### config.mk
export PLATFORM = sky130hd
export DESIGN_NAME = fft_peak_analysis_flat
export DESIGN_NICKNAME = d
export VERILOG_FILES = /design/src/rtl/fft_peak_analysis_if.sv /design/src/rtl/fft_peak_analysis.sv /design/src/flat_wrapper.sv
export SDC_FILE = /design/constraint.sdc
export NUM_CORES = 2
export LEC_CHECK = 0
export ABC_AREA = 1
export CORE_MARGIN = 5
export CORE_UTILIZATION = 40
export CTS_CLUSTER_SIZE = 40
export DETAILED_ROUTE_END_ITERATION = 7
export GPL_ROUTABILITY_DRIVEN = 0
export MAX_ROUTING_LAYER = met4
export SLEW_MARGIN = 20
export SYNTH_ARGS = -nofsm -noshare
export SYNTH_HDL_FRONTEND = slang
export SYNTH_SLANG_ARGS = --single-unit
### constraint.sdc
create_clock -name clk -period 36.1 [get_ports clk]
set_input_delay 7.22 -clock clk [delete_from_list [all_inputs] [get_ports clk]]
set_output_delay 7.22 -clock clk [all_outputs]
set_load 0.05 [all_outputs]
### src/rtl/fft_peak_analysis_if.sv
// fft_peak_analysis_if: FFT output bus from the FFT to the peak analysis block.
// ANALYSIS_MAG_OUT_EN adds the max_mag result signal.
interface fft_peak_analysis_if #(parameter int NBINS = 16, parameter int DW = 16);
  logic                fft_valid;
  logic [2*DW-1:0]     fft_d [NBINS];
  logic                done;
  logic [3:0]          freq;
  logic                busy;
`ifdef ANALYSIS_MAG_OUT_EN
  logic [2*DW-1:0]     max_mag;
`endif
  modport master(output fft_valid, fft_d, input done, freq, busy
`ifdef ANALYSIS_MAG_OUT_EN
    , input max_mag
`endif
  );
  modport slave(input fft_valid, fft_d, output done, freq, busy
`ifdef ANALYSIS_MAG_OUT_EN
    , output max_mag
`endif
  );
endinterface

### src/rtl/fft_peak_analysis.sv
// fft_peak_analysis: captures a 16-bin FFT frame and reports the index of the strongest bin.
// ANALYSIS_MAG_OUT_EN exposes the winning squared magnitude on max_mag.
module fft_peak_analysis #(parameter int NBINS = 16, parameter int DW = 16) (
  input logic clk,
  input logic rst,
  fft_peak_analysis_if.slave bus
);
  typedef enum logic [1:0] {IDLE, SCAN, DONE} state_t;
  state_t             r_state, w_next;
  logic [2*DW-1:0]    r_buf [NBINS];
  logic [3:0]         r_idx, r_best_idx, r_freq;
  logic [31:0]        r_best_mag;
  logic signed [DW-1:0] w_re, w_im;
  logic signed [31:0] w_pr, w_pi;
  logic [31:0]        w_mag;
  logic               w_upd, w_start, w_last;
`ifdef ANALYSIS_MAG_OUT_EN
  logic [31:0]        r_max_mag;
  assign bus.max_mag = r_max_mag;
`endif
  assign w_re = r_buf[r_idx][2*DW-1:DW];
  assign w_im = r_buf[r_idx][DW-1:0];
  assign w_pr = w_re * w_re;
  assign w_pi = w_im * w_im;
  // sum peaks at 2^31 for (-32768,-32768), so unsigned 32 bits never overflows
  assign w_mag = $unsigned(w_pr) + $unsigned(w_pi);
  assign w_upd = w_mag > r_best_mag;
  assign w_last = r_idx == 4'd15;
  assign w_start = r_state != SCAN && bus.fft_valid;
  always_comb begin
    w_next = r_state;
    w_next = r_state == SCAN ? (w_last ? DONE : SCAN) : (bus.fft_valid ? SCAN : IDLE);
  end
  always_ff @(posedge clk) begin
    if (!rst) begin
      r_state <= IDLE;
      r_idx <= '0;
      r_best_idx <= '0;
      r_best_mag <= '0;
      r_freq <= '0;
`ifdef ANALYSIS_MAG_OUT_EN
      r_max_mag <= '0;
`endif
    end else begin
      r_state <= w_next;
      if (w_start) begin
        r_buf <= bus.fft_d;
        r_idx <= '0;
        r_best_idx <= '0;
        r_best_mag <= '0;
      end else if (r_state == SCAN) begin
        r_idx <= r_idx + 4'd1;
        if (w_upd) begin
          r_best_mag <= w_mag;
          r_best_idx <= r_idx;
        end
        if (w_last) begin
          r_freq <= w_upd ? r_idx : r_best_idx;
`ifdef ANALYSIS_MAG_OUT_EN
          r_max_mag <= w_upd ? w_mag : r_best_mag;
`endif
        end
      end
    end
  end
  assign bus.done = r_state == DONE;
  assign bus.busy = r_state == SCAN;
  assign bus.freq = r_freq;
endmodule

### src/flat_wrapper.sv
// flat-port wrapper written by rule: the top's interface ports become plain ports
module fft_peak_analysis_flat 
#(parameter int NBINS = 16, parameter int DW = 16)
  (clk, rst, bus_fft_valid, bus_fft_d, bus_done, bus_freq, bus_busy);
  fft_peak_analysis_if #(.NBINS(NBINS), .DW(DW)) bus_i ();
  input logic clk;
  input logic rst;
  input wire logic [$bits(bus_i.fft_valid)-1:0] bus_fft_valid;
  input wire logic [$bits(bus_i.fft_d)-1:0] bus_fft_d;
  output wire logic [$bits(bus_i.done)-1:0] bus_done;
  output wire logic [$bits(bus_i.freq)-1:0] bus_freq;
  output wire logic [$bits(bus_i.busy)-1:0] bus_busy;
  assign bus_i.fft_valid = bus_fft_valid;
  assign bus_i.fft_d = {>>{bus_fft_d}};
  assign bus_done = bus_i.done;
  assign bus_freq = bus_i.freq;
  assign bus_busy = bus_i.busy;
  fft_peak_analysis #(.NBINS(NBINS), .DW(DW)) u_core (.clk(clk), .rst(rst), .bus(bus_i));
endmodule
==> summary.md <==
| Metric | Value |
|---|---|
| Nets | around 5500 |
| Die Height | 329 um |
| Initial Util | roughly two fifths |
| Clk_lat worst skew | about 0.64 ns |
| Area Overhead vs Synth | 20.1% |
| Postcts setup bufs | 0 |
| CP required | 36.68 ns |
| WL met1 | about 48000 um |
| Max-slew violations | 0 |
| CTS tree | done |
| Top FF cell, synth | edfxtp_1 |
| H-Tree Level Count | 2 |
| R2R Setup Slk | 22.91 ns |
| Std-Cell Rows | between 100 and 150 |
| Fin crit period | approximately 13 ns |
| Max-cap check violation count | 0 |
| CTS buffer count | 57 |
| Register area | 0.0163 sq mm |
| Metal2 WL | 62800 um |
| Final setup viols | 0 |
| Critical Path Source Type | flip-flop |
| Status | complete, no violations |
| Crit path max fanout | 96 |
| RSZ-0062 raised after global routing | no |
| Clock slew at reported path FFs | 0.06 ns |
| Yosys top cell by area | edfxtp_1 |
| CP max stage cell | inv_1 |
| Tcrit/Tclk final | 36.5% |
| Area of the die | about 0.11 sq mm |
| Worst slew pin tran | 1.06 ns |
| Post-synth EDFFs | between 500 and 600 |
| Die X | 329 um |
| CTS Root Cell | clkbuf_16 |
| Syn nets | 5022 |
| Setup crit end | u_core.r_best_mag[19] |
| Share of cells above drive strength 1 | 4.13% |
| Vias | 28300 |
| Seq cells post-synth | around 560 |
| Avg Cell Area, Syn | 10.7 sq um |
| Met3 wire length | 7890 um |
| Share of the synthesized area in the top cell type | 37.8% |
| Multi-input logic area | 0.0202 sq mm |
| Placeable Area | 0.101 sq mm |
| Resized cells post-CTS | 0 |
| Final-layout fill cell count | 9298 |
| Largest delay share family, worst path | adder cells |
| Final WL | roughly 120000 um |
| Vias in the first global route | 29800 |
| Sequential fraction of the synthesis area | approximately 40% |
| Final ANT Viol Nets | 0 |
| Synth top area cells | edfxtp_1 38%, fa_1 26%, inv_1 7.9% |
| CTS max path bufs | 3 |
| Tot GR Track Use | roughly 23% |
| Most frequent cells after synthesis | 858 x inv_1, 521 x fa_1, 512 x edfxtp_1 |
| WP depth | 41 |
| Total iterations of the first detailed-routing run | 5 |
| Synth warn | 0 |
| HPWL Detailed | 96800 um |
| Capturing element type of the critical path | flip-flop |
| Fraction of registers with async set/reset | 0% |
| Top Layer Used | met4 |
| Placed insts | 5572 |
| # hold bufs at CTS | 0 |
| Min-Delay Path Class | reg -> reg |
| CP Launch Point | u_core.r_idx[0] |
| R2R depth | between 40 and 50 |
| First-pass GRT wire length | about 180000 um |
| Ports | 521 |
| Post-Syn Instances | 3803 |
| Count of different cell masters after synthesis | 50 |
| Clk sinks | 558 |
| Non-Filler Instances | approximately 5700 |
| DRT iter0 DRCs | 2155 |
| DRC viols | 0 |
| Worst path bufs/invs | 11 |
| Antenna violations before repair | 37 |
| Largest net degree at the start of global routing | between 150 and 200 |
| TNS Setup | 0 ns |
| Worst rel slew slack | 29.4% |
| I/O Buffers | 520 |
| Syn Std Cell Area | 0.0407 sq mm |
| Class of the most critical setup path | reg -> reg |
| Reg2Reg Capture Point | u_core.r_best_mag[19] |
| Count leader, synth | inv_1 |
| Arr. time, crit path | 13.77 ns |
| Final hold vios | 0 |
| Hold WS | 0.447 ns |
| Final core utilization | 48.2% |
| Setup Skew | a little under 0.05 ns |
| Fmax | 75.8 MHz |
| Max incr delay on CP | 0.86 ns |
| Vias/cell | just under 5 |
| Critical R2R Launch | u_core.r_idx[0] |
| Routed WL per cell | 21.3 um |
| Global route total overflow | 0 |
sequential cells by signal, indices dropped and copies added (netlist names):
signal	cells
u_core.bus.freq	4
u_core.r_state	2
u_core.r_buf	512
u_core.r_best_idx	4
u_core.r_best_mag	32
u_core.r_idx	4
worst min-delay path by stage:
| stage | start | to | slack (ns) | cells after the start |
|---|---|---|---|---|
| after floorplan | u_core.r_best_idx[3] | u_core.r_best_idx[3] | 0.42 | 2 |
| after global placement | u_core.r_best_idx[1] | u_core.r_best_idx[1] | 0.43 | 2 |
| after detailed placement | u_core.r_best_idx[0] | u_core.r_best_idx[0] | 0.44 | 2 |
| after CTS | u_core.r_best_idx[0] | u_core.r_best_idx[0] | 0.45 | 2 |
| after global routing | u_core.r_best_idx[2] | u_core.r_best_idx[2] | 0.47 | 2 |
| final | u_core.r_best_idx[0] | u_core.r_best_idx[0] | 0.45 | 2 |
final cells by class:
type	count	share of cell area (%)
antenna	30	0.154
clock buffer	65	2.98
clock inverter	40	0.756
inverter	870	6.71
multi-input combinational	2229	41.4
sequential	558	33.4
tap	1368	3.50
timing repair buffer	548	11.2
metal layers:
metal | GRT usage (%) | vias to the layer above
li1 | - | 13000
met1 | 28.6 | 14200
met2 | 39.9 | 956
met3 | 3.62 | 147
met4 | 6.76 | 0
met5 | - | -
through the flow:
step                setup WS, ns  cell area (sq um)
floorplan                   6.24              40700
global placement           23.12              46900
detailed placement         23.01              46900
CTS                        23.02              48700
global route               21.95              48800
finish                     22.91              48900
cells in the final DEF, fill, tap and decap left out, types with 3 or more instances in the layout:
cell type / synthesis / final
a21o_1: 4 / 4
buf_4: 18 / 26
o21bai_1: 5 / 5
o21ai_0: 279 / 279
a22o_1: 4 / 4
nand2_1: 480 / 480
clkinvlp_4: 0 / 5
nand3_4: 4 / 4
clkbuf_1: 35 / 8
a21oi_1: 83 / 83
xnor2_1: 16 / 16
or2_1: 4 / 4
inv_2: 9 / 8
o211ai_1: 11 / 11
a31oi_2: 3 / 3
clkinv_1: 2 / 13
o22ai_1: 79 / 79
diode_2: 0 / 30
nand4_1: 10 / 10
edfxtp_1: 512 / 512
nand3_2: 18 / 18
inv_1: 858 / 857
fa_1: 521 / 521
nor3_1: 10 / 10
clkbuf_16: 0 / 57
dfxtp_1: 46 / 43
xor2_1: 28 / 28
nand3_1: 48 / 48
or2_2: 3 / 3
o211ai_2: 6 / 6
clkdlybuf4s50_1: 0 / 520
nor2_1: 325 / 323
ha_1: 183 / 183
clkinv_2: 0 / 16
bufinv_16: 0 / 4
o21ai_1: 29 / 29
o221ai_1: 49 / 49
nand2_2: 7 / 7
a31oi_4: 3 / 3
kinds of logic (layout without fill, tap and decap cells):
| kind of cell | Yosys count | after routing | synth area share (%) |
|---|---|---|---|
| xor gates and xnor gates | 44 | 44 | 0.947 |
| buffers and inverters | 1016 | 1523 | 10.3 |
| adders and majority gates | 704 | 704 | 31.3 |
| DFF | 558 | 558 | 40.1 |
| and+or+nand+nor | 915 | 915 | 9.24 |
| AOI/OAI and AO/OA | 564 | 564 | 8.14 |
| other | 0 | 30 | 0 |
| muxes | 2 | 2 | 0.0523 |
tightest hold or removal path, cell delays in order (launching register included):
cell	delay [ns]
dfxtp_1	0.31
inv_1	0.05
a21oi_1	0.05
Power is left out: the tool's default activity adds up to more than one toggle a clock period on the data nets, which glitch-free logic cannot reach.
